$ cat config.mk
export PLATFORM = sky130hd
export DESIGN_NAME = gpu_cmd_ctrl_flat
export DESIGN_NICKNAME = d
export VERILOG_FILES = /design/src/rtl/gpu_cmd_ctrl_if.sv /design/src/rtl/gpu_cmd_ctrl.sv /design/src/flat_wrapper.sv
export SDC_FILE = /design/constraint.sdc
export NUM_CORES = 1
export LEC_CHECK = 0
export ABC_CLOCK_PERIOD_IN_PS = 3600
export BUFFER_PORTS_ARGS = -buffer_cell sky130_fd_sc_hd__buf_2
export CAP_MARGIN = 20
export CORE_ASPECT_RATIO = 0.5
export CORE_MARGIN = 2
export CORE_UTILIZATION = 55
export DETAILED_ROUTE_END_ITERATION = 7
export GPL_TIMING_DRIVEN = 0
export HOLD_SLACK_MARGIN = 0.05
export PLACE_DENSITY = 0.85
export RECOVER_POWER = 100
export SLEW_MARGIN = 20
export SYNTH_ARGS = -nofsm -noshare
export SYNTH_HDL_FRONTEND = slang
export SYNTH_SLANG_ARGS = --single-unit
$ cat constraint.sdc
create_clock -name clk -period 3.6 [get_ports clk]
set_input_delay 1.08 -clock clk [delete_from_list [all_inputs] [get_ports clk]]
set_output_delay 1.08 -clock clk [all_outputs]
set_load 0.02 [all_outputs]
$ cat src/rtl/gpu_cmd_ctrl_if.sv
// rtl/gpu_cmd_ctrl_if.sv - command and glyph-buffer write bus for gpu_cmd_ctrl
//
// Purpose: bundles the command handshake and the glyph-buffer write port.
// Signals:
//   cmd_valid  host -> ctrl  command present
//   cmd_ready  ctrl -> host  controller accepts a command this cycle
//   cmd_op     host -> ctrl  00 STORE_BYTE, 01 MOVE_CURSOR, 10 DISPLAY, 11 CLEAR
//   cmd_data   host -> ctrl  glyph code, cursor delta or fill glyph
//   mem_we     ctrl -> mem   glyph-buffer write strobe
//   mem_addr   ctrl -> mem   cell index y*TEXT_W+x
//   mem_wdata  ctrl -> mem   glyph code to write
//   mem_buf    ctrl -> mem   buffer being written (back buffer)
// Modports: master = command host / memory side, slave = controller.
interface gpu_cmd_ctrl_if;
  logic        cmd_valid;
  logic        cmd_ready;
  logic [1:0]  cmd_op;
  logic [7:0]  cmd_data;
  logic        mem_we;
  logic [12:0] mem_addr;
  logic [7:0]  mem_wdata;
  logic        mem_buf;

  modport master (
    output cmd_valid, cmd_op, cmd_data,
    input  cmd_ready, mem_we, mem_addr, mem_wdata, mem_buf
  );

  modport slave (
    input  cmd_valid, cmd_op, cmd_data,
    output cmd_ready, mem_we, mem_addr, mem_wdata, mem_buf
  );
endinterface

$ cat src/rtl/gpu_cmd_ctrl.sv
// rtl/gpu_cmd_ctrl.sv - text-mode GPU command controller with double-buffered glyph memory
//
// Purpose: accepts STORE_BYTE / MOVE_CURSOR / DISPLAY / CLEAR commands, writes
// glyphs into the back buffer, tracks the text cursor and swaps the displayed
// buffer on vertical blank.
// Ports:
//   clk           sole clock, rising edge
//   rst           asynchronous active-high reset
//   bus           gpu_cmd_ctrl_if.slave (command handshake + glyph write port)
//   vblank_start  one-cycle pulse at start of vertical blank
//   active_buf    buffer currently scanned out
//   cursor_x      current column 0..TEXT_W-1
//   cursor_y      current row 0..TEXT_H-1
//   busy          high whenever the controller is not IDLE
module gpu_cmd_ctrl #(
  parameter int TEXT_W = 80,
  parameter int TEXT_H = 60
) (
  input  logic                clk,
  input  logic                rst,
  gpu_cmd_ctrl_if.slave       bus,
  input  logic                vblank_start,
  output logic                active_buf,
  output logic [6:0]          cursor_x,
  output logic [5:0]          cursor_y,
  output logic                busy
);

  localparam logic [7:0]  X_MOD      = 8'(TEXT_W);
  localparam logic [6:0]  Y_MOD      = 7'(TEXT_H);
  localparam logic [6:0]  X_LAST     = 7'(TEXT_W - 1);
  localparam logic [5:0]  Y_LAST     = 6'(TEXT_H - 1);
  localparam logic [12:0] ROW_STRIDE = 13'(TEXT_W);
  localparam logic [12:0] ADDR_LAST  = 13'(TEXT_W * TEXT_H - 1);

  localparam logic [1:0] OP_STORE   = 2'b00;
  localparam logic [1:0] OP_MOVE    = 2'b01;
  localparam logic [1:0] OP_DISPLAY = 2'b10;

  typedef enum logic [1:0] {
    ST_IDLE,
    ST_CLEAR,
    ST_SWAP_WAIT
  } state_t;

  state_t      r_state;
  state_t      w_state_next;

  logic        r_mem_we;
  logic [12:0] r_mem_addr;
  logic [7:0]  r_mem_wdata;
  logic        r_active_buf;
  logic [6:0]  r_cursor_x;
  logic [5:0]  r_cursor_y;
  logic [7:0]  r_fill;

  logic        w_mem_we_next;
  logic [12:0] w_mem_addr_next;
  logic [7:0]  w_mem_wdata_next;
  logic        w_active_buf_next;
  logic [6:0]  w_cursor_x_next;
  logic [5:0]  w_cursor_y_next;
  logic [7:0]  w_fill_next;

  logic        w_cmd_ready;
  logic        w_accept;
  logic [7:0]  w_x_sum;
  logic [6:0]  w_y_sum;
  logic [12:0] w_store_addr;

  // Gating with rst keeps cmd_ready low while reset is held, even though
  // the state register already reads IDLE.
  assign w_cmd_ready = (r_state == ST_IDLE) && !rst;
  assign w_accept    = bus.cmd_valid && w_cmd_ready;

  // Sums are one bit wider than the cursor so the modulo sees the full value.
  assign w_x_sum      = {1'b0, r_cursor_x} + {1'b0, bus.cmd_data[6:0]};
  assign w_y_sum      = {1'b0, r_cursor_y} + {1'b0, bus.cmd_data[5:0]};
  assign w_store_addr = {6'd0, r_cursor_y} * ROW_STRIDE + {6'd0, r_cursor_x};

  always_ff @(posedge clk or posedge rst) begin
    if (rst) begin
      r_state <= ST_IDLE;
    end else begin
      r_state <= w_state_next;
    end
  end

  always_comb begin
    w_state_next      = r_state;
    w_mem_we_next     = 1'b0;
    w_mem_addr_next   = r_mem_addr;
    w_mem_wdata_next  = r_mem_wdata;
    w_active_buf_next = r_active_buf;
    w_cursor_x_next   = r_cursor_x;
    w_cursor_y_next   = r_cursor_y;
    w_fill_next       = r_fill;

    case (r_state)
      ST_IDLE: begin
        if (w_accept) begin
          case (bus.cmd_op)
            OP_STORE: begin
              w_mem_we_next    = 1'b1;
              w_mem_addr_next  = w_store_addr;
              w_mem_wdata_next = bus.cmd_data;
              if (r_cursor_x == X_LAST) begin
                w_cursor_x_next = 7'd0;
                w_cursor_y_next = (r_cursor_y == Y_LAST) ? 6'd0 : r_cursor_y + 6'd1;
              end else begin
                w_cursor_x_next = r_cursor_x + 7'd1;
              end
            end
            OP_MOVE: begin
              // Bit 7 selects the axis; bit 6 only belongs to the x delta.
              if (bus.cmd_data[7]) begin
                w_cursor_x_next = 7'(w_x_sum % X_MOD);
              end else begin
                w_cursor_y_next = 6'(w_y_sum % Y_MOD);
              end
            end
            OP_DISPLAY: begin
              w_state_next = ST_SWAP_WAIT;
            end
            default: begin
              // CLEAR: the first fill write goes out on the next cycle.
              w_state_next     = ST_CLEAR;
              w_fill_next      = bus.cmd_data;
              w_mem_we_next    = 1'b1;
              w_mem_addr_next  = 13'd0;
              w_mem_wdata_next = bus.cmd_data;
            end
          endcase
        end
      end

      ST_CLEAR: begin
        // r_mem_addr is the cell being written this cycle and doubles as
        // the sweep counter.
        if (r_mem_addr == ADDR_LAST) begin
          w_state_next    = ST_IDLE;
          w_cursor_x_next = 7'd0;
          w_cursor_y_next = 6'd0;
        end else begin
          w_mem_we_next    = 1'b1;
          w_mem_addr_next  = r_mem_addr + 13'd1;
          w_mem_wdata_next = r_fill;
        end
      end

      ST_SWAP_WAIT: begin
        if (vblank_start) begin
          w_active_buf_next = !r_active_buf;
          w_state_next      = ST_IDLE;
        end
      end

      default: begin
        w_state_next = ST_IDLE;
      end
    endcase
  end

  always_ff @(posedge clk or posedge rst) begin
    if (rst) begin
      r_mem_we     <= 1'b0;
      r_mem_addr   <= 13'd0;
      r_mem_wdata  <= 8'd0;
      r_active_buf <= 1'b0;
      r_cursor_x   <= 7'd0;
      r_cursor_y   <= 6'd0;
      r_fill       <= 8'd0;
    end else begin
      r_mem_we     <= w_mem_we_next;
      r_mem_addr   <= w_mem_addr_next;
      r_mem_wdata  <= w_mem_wdata_next;
      r_active_buf <= w_active_buf_next;
      r_cursor_x   <= w_cursor_x_next;
      r_cursor_y   <= w_cursor_y_next;
      r_fill       <= w_fill_next;
    end
  end

  assign bus.cmd_ready = w_cmd_ready;
  assign bus.mem_we    = r_mem_we;
  assign bus.mem_addr  = r_mem_addr;
  assign bus.mem_wdata = r_mem_wdata;
  assign bus.mem_buf   = !r_active_buf;

  assign active_buf = r_active_buf;
  assign cursor_x   = r_cursor_x;
  assign cursor_y   = r_cursor_y;
  assign busy       = (r_state != ST_IDLE);

endmodule
$ cat src/flat_wrapper.sv
// flat-port wrapper written by rule: the top's interface ports become plain ports
module gpu_cmd_ctrl_flat 
#(
  parameter int TEXT_W = 80,
  parameter int TEXT_H = 60
)
  (clk, rst, vblank_start, active_buf, cursor_x, cursor_y, busy, bus_cmd_valid, bus_cmd_op, bus_cmd_data, bus_cmd_ready, bus_mem_we, bus_mem_addr, bus_mem_wdata, bus_mem_buf);
  gpu_cmd_ctrl_if bus_i ();
  input  logic clk;
  input  logic rst;
  input  logic vblank_start;
  output logic active_buf;
  output logic [6:0] cursor_x;
  output logic [5:0] cursor_y;
  output logic busy;
  input wire logic [$bits(bus_i.cmd_valid)-1:0] bus_cmd_valid;
  input wire logic [$bits(bus_i.cmd_op)-1:0] bus_cmd_op;
  input wire logic [$bits(bus_i.cmd_data)-1:0] bus_cmd_data;
  output wire logic [$bits(bus_i.cmd_ready)-1:0] bus_cmd_ready;
  output wire logic [$bits(bus_i.mem_we)-1:0] bus_mem_we;
  output wire logic [$bits(bus_i.mem_addr)-1:0] bus_mem_addr;
  output wire logic [$bits(bus_i.mem_wdata)-1:0] bus_mem_wdata;
  output wire logic [$bits(bus_i.mem_buf)-1:0] bus_mem_buf;
  assign bus_i.cmd_valid = bus_cmd_valid;
  assign bus_i.cmd_op = bus_cmd_op;
  assign bus_i.cmd_data = bus_cmd_data;
  assign bus_cmd_ready = bus_i.cmd_ready;
  assign bus_mem_we = bus_i.mem_we;
  assign bus_mem_addr = bus_i.mem_addr;
  assign bus_mem_wdata = bus_i.mem_wdata;
  assign bus_mem_buf = bus_i.mem_buf;
  gpu_cmd_ctrl #(.TEXT_W(TEXT_W), .TEXT_H(TEXT_H)) u_core (.clk(clk), .rst(rst), .bus(bus_i), .vblank_start(vblank_start), .active_buf(active_buf), .cursor_x(cursor_x), .cursor_y(cursor_y), .busy(busy));
endmodule
==> out/metrics.cfg <==
[synthesis]
synthCells = 481
yosysTopAreaCell = dfrtp_1
ys_seq_area_frac = 0.283
async_flop_share = 1.00
synth_top_area_frac = 0.283
synth_seq_cells = 46
synth_cell_types = 71
synthTopCellsByArea = dfrtp_1 (28%), ha_1 (9.8%), a21oi_1 (5.3%), nor2_1 (3.3%), o21ai_1 (3.3%)
synth-edff-count = 0
synthesis.area_sq_mm = 0.00407
synth_fp_nets = 531
yosysWarningCount = 0
ys.flop_type = dfrtp_1
syn_area_per_cell_sq_um = 8.46

[route]
highest_layer = met4
wl_met2_um = 5340
detail_route.drc_violations = 0
initialDrtViolationCount = 480
drt-met1-wl_um = 4900
wl_um = 11600
wl_met3_um = 996
detail-route-antenna-nets = 0
wire_per_inst_um = 18.1
vias_per_cell = 6.51
vias = 4151
dr.pass1.iters = 5

[layout]
fin_nets = 591
layout_common_cells = clkbuf_1 (53), dfrtp_1 (46), a21oi_1 (44)
n_antenna_cell = 0
final_common_cell = clkbuf_1
seq_area_sq_mm = 0.00115
filler_cell_count = 643
final_core_util = 0.630
drive_gt1_frac = 0.0830
syn_to_final_growth_pct = 12.1
multiInputGateArea_sq_mm = 0.00271

[timing]
fin_hold_ws_ps = 488
worstMarginPinSlew_ps = 1590
finalSetupTns_ps = 0
max_freq_mhz = 303
slew_viol_final = 30
finalCritPeriodShare = 0.917
layout_setup_ws_ps = 300
rsz0062_at_grt = no
setup_viol = 0
finalHoldViolations = 0
min_period_ps = 3300
finClkSkew_ps = 3.88
max_slew_margin = -0.0584

[cts]
ctsHoldBuffers = 0
cts.repair.resized = 0
clkSlewWorstSetupHoldPaths_ps = 60
cts_buffers = 5
post_cts_buffers = 0
cts_tree = yes
root_buffer = clkbuf_16
clock_path_buffers = 2
htreeDepth = 2
cts.sinks = 46
insertion_delay_ps = 290

[setup_path]
critPathSlowestCell = fa_1
path_max_fanout = 4
cp_cell_sequence = buf_2, ha_1, inv_1, fa_1, nor2b_1, o22ai_1, xnor2_2, ha_1, o21ai_0, mux2i_1, o21ai_0, a21oi_1
cp.arrival_ps = 3470
critical_path_class = input pin to flop
end_kind = flop
cp_slowest_stage_delay_ps = 440
startpoint_type = input pin
crit_required_ps = 3770

[power]
clockPowerShare = 0.148
power.net_switching_w = 0.00208
combPwrFrac = 0.595
p_seq_frac = 0.258
netSwitchingFraction = 0.502
p_int_w = 0.00206
power.density_mw_per_mm2 = 905
peakVddDrop_mv = 0.299
leakage_nw = 1.95

[place]
hpwl_um = 8310
portBuffers = 52
pre_cts_ws_ps = -24.1
routabilityCongestion = 0.951

[floorplan]
io_pins = 53
start_util = 0.562
rows = 22
die_area_sq_mm = 0.00815
fp.dieH_um = 64.8
die_x_um = 126
core_sq_mm = 0.00724

[grt]
grt_max_degree = 30
grt_pass1_wl_um = 18400
grt_antenna_before_repair = 0
gr-usage-all-layers = 0.284
grt_pass1_vias = 3743
grt_overflow = 0

[status]
violations = capacitance limit, slew limit
status = complete, but fails checks

[worst_hold_path]
hp-class = flop to flop

[job]
cap_violations = 1

-- critical path, delay by kind of cell --
family | cells | cell delay [ps]
xor+xnor | 1 | 200
mux | 1 | 90
fa+ha+maj | 3 | 990
buf+inv | 2 | 230
compound gates | 4 | 650
simple gates | 1 | 220
-- flip-flops by register name (all words and copies together) (netlist names) --
| name | count |
|---|---|
| u_core.bus.mem_addr | 13 |
| u_core.bus.mem_wdata | 8 |
| u_core.r_fill | 8 |
| u_core.cursor_y | 6 |
| u_core.bus.mem_we | 1 |
| u_core.active_buf | 1 |
| u_core.cursor_x | 7 |
| u_core.r_state | 2 |
-- cell families (layout without fill, tap and decap cells) --
family                   after synthesis  after routing  synth area share
adder cells (fa/ha/maj)               36             36             0.118
AND/OR/NAND/NOR                      155            155             0.205
buffers and inverters                 43            104            0.0449
multiplexers                          19             19            0.0489
flip-flops                            46             46             0.283
AO/OA/AOI/OAI                        164            164             0.262
XOR/XNOR                              18             18            0.0387
-- stage by stage --
stage          instances  power, W  instance area, sq um
3_5_place_dp         630   0.00351                  4470
3_3_place_gp         629   0.00343                  4450
6_report             638   0.00413                  4560
2_1_floorplan        481   0.00284                  4070
5_1_grt              638   0.00443                  4560
4_1_cts              638   0.00415                  4660
-- power groups by stage --
| stage | registers [W] | clock network (W) | logic [W] |
|---|---|---|---|
| 6_report | 0.00106 | 0.000610 | 0.00246 |
| 5_1_grt | 0.00109 | 0.000635 | 0.00270 |
| 4_1_cts | 0.00105 | 0.000606 | 0.00249 |
| 3_5_place_dp | 0.00106 | 0 | 0.00245 |
| 3_3_place_gp | 0.00104 | 0 | 0.00239 |
| 2_1_floorplan | 0.00118 | 0 | 0.00166 |
-- layer usage --
layer  vias to the layer above  global-route usage
met5                         -                   0
met4                         0               0.113
met3                        38              0.0413
met2                       228               0.464
met1                      1974               0.386
li1                       1911                   -
-- path summary, 6_finish.rpt --
| kind | endpoint | cells past startpoint | slack [ps] | start |
|---|---|---|---|---|
| worst min register to register | u_core.bus.mem_wdata[4] | 2 | 490 | u_core.bus.mem_wdata[4] |
| worst max-delay path | u_core.cursor_y[4] | 12 | 300 | bus_cmd_data[0] |
| worst min-delay path | u_core.bus.mem_wdata[4] | 2 | 490 | u_core.bus.mem_wdata[4] |
| worst max register to register | u_core.cursor_y[4] | 11 | 590 | u_core.cursor_y[0] |
| min in group asynchronous | u_core.bus.mem_addr[10] | 2 | 930 | rst |
| max in group asynchronous | u_core.bus.mem_addr[3] | 3 | 760 | rst |
-- cell type report --
class | count | area share
Clock inverter | 3 | 0.0151
Multi-Input combinational cell | 392 | 0.594
Tap cell | 96 | 0.0263
Inverter | 22 | 0.0181
Timing Repair Buffer | 53 | 0.0466
Sequential cell | 46 | 0.252
Buffer | 21 | 0.0203
Clock buffer | 5 | 0.0274
-- synthesized netlist by cell type, drive strengths merged (3+ instances only) --
library cell,n
o21a,3
o221ai,3
a211oi,8
o21ai,50
and3,7
or3,3
o22a,4
nor4,4
o31ai,5
a22oi,3
nor3b,6
a21o,4
o22ai,5
nor2b,7
nor3,16
or2,4
clkbuf,7
inv,22
xnor2,11
o211ai,6
nand2,34
nand2b,5
ha,32
xor2,7
a21oi,44
dfrtp,46
buf,14
a21boi,4
mux2i,12
nor2,38
a31oi,7
mux2,7
nand4,6
a221oi,4
fa,4
nand3,16
Note: power is estimated with default switching activity, not from simulation.
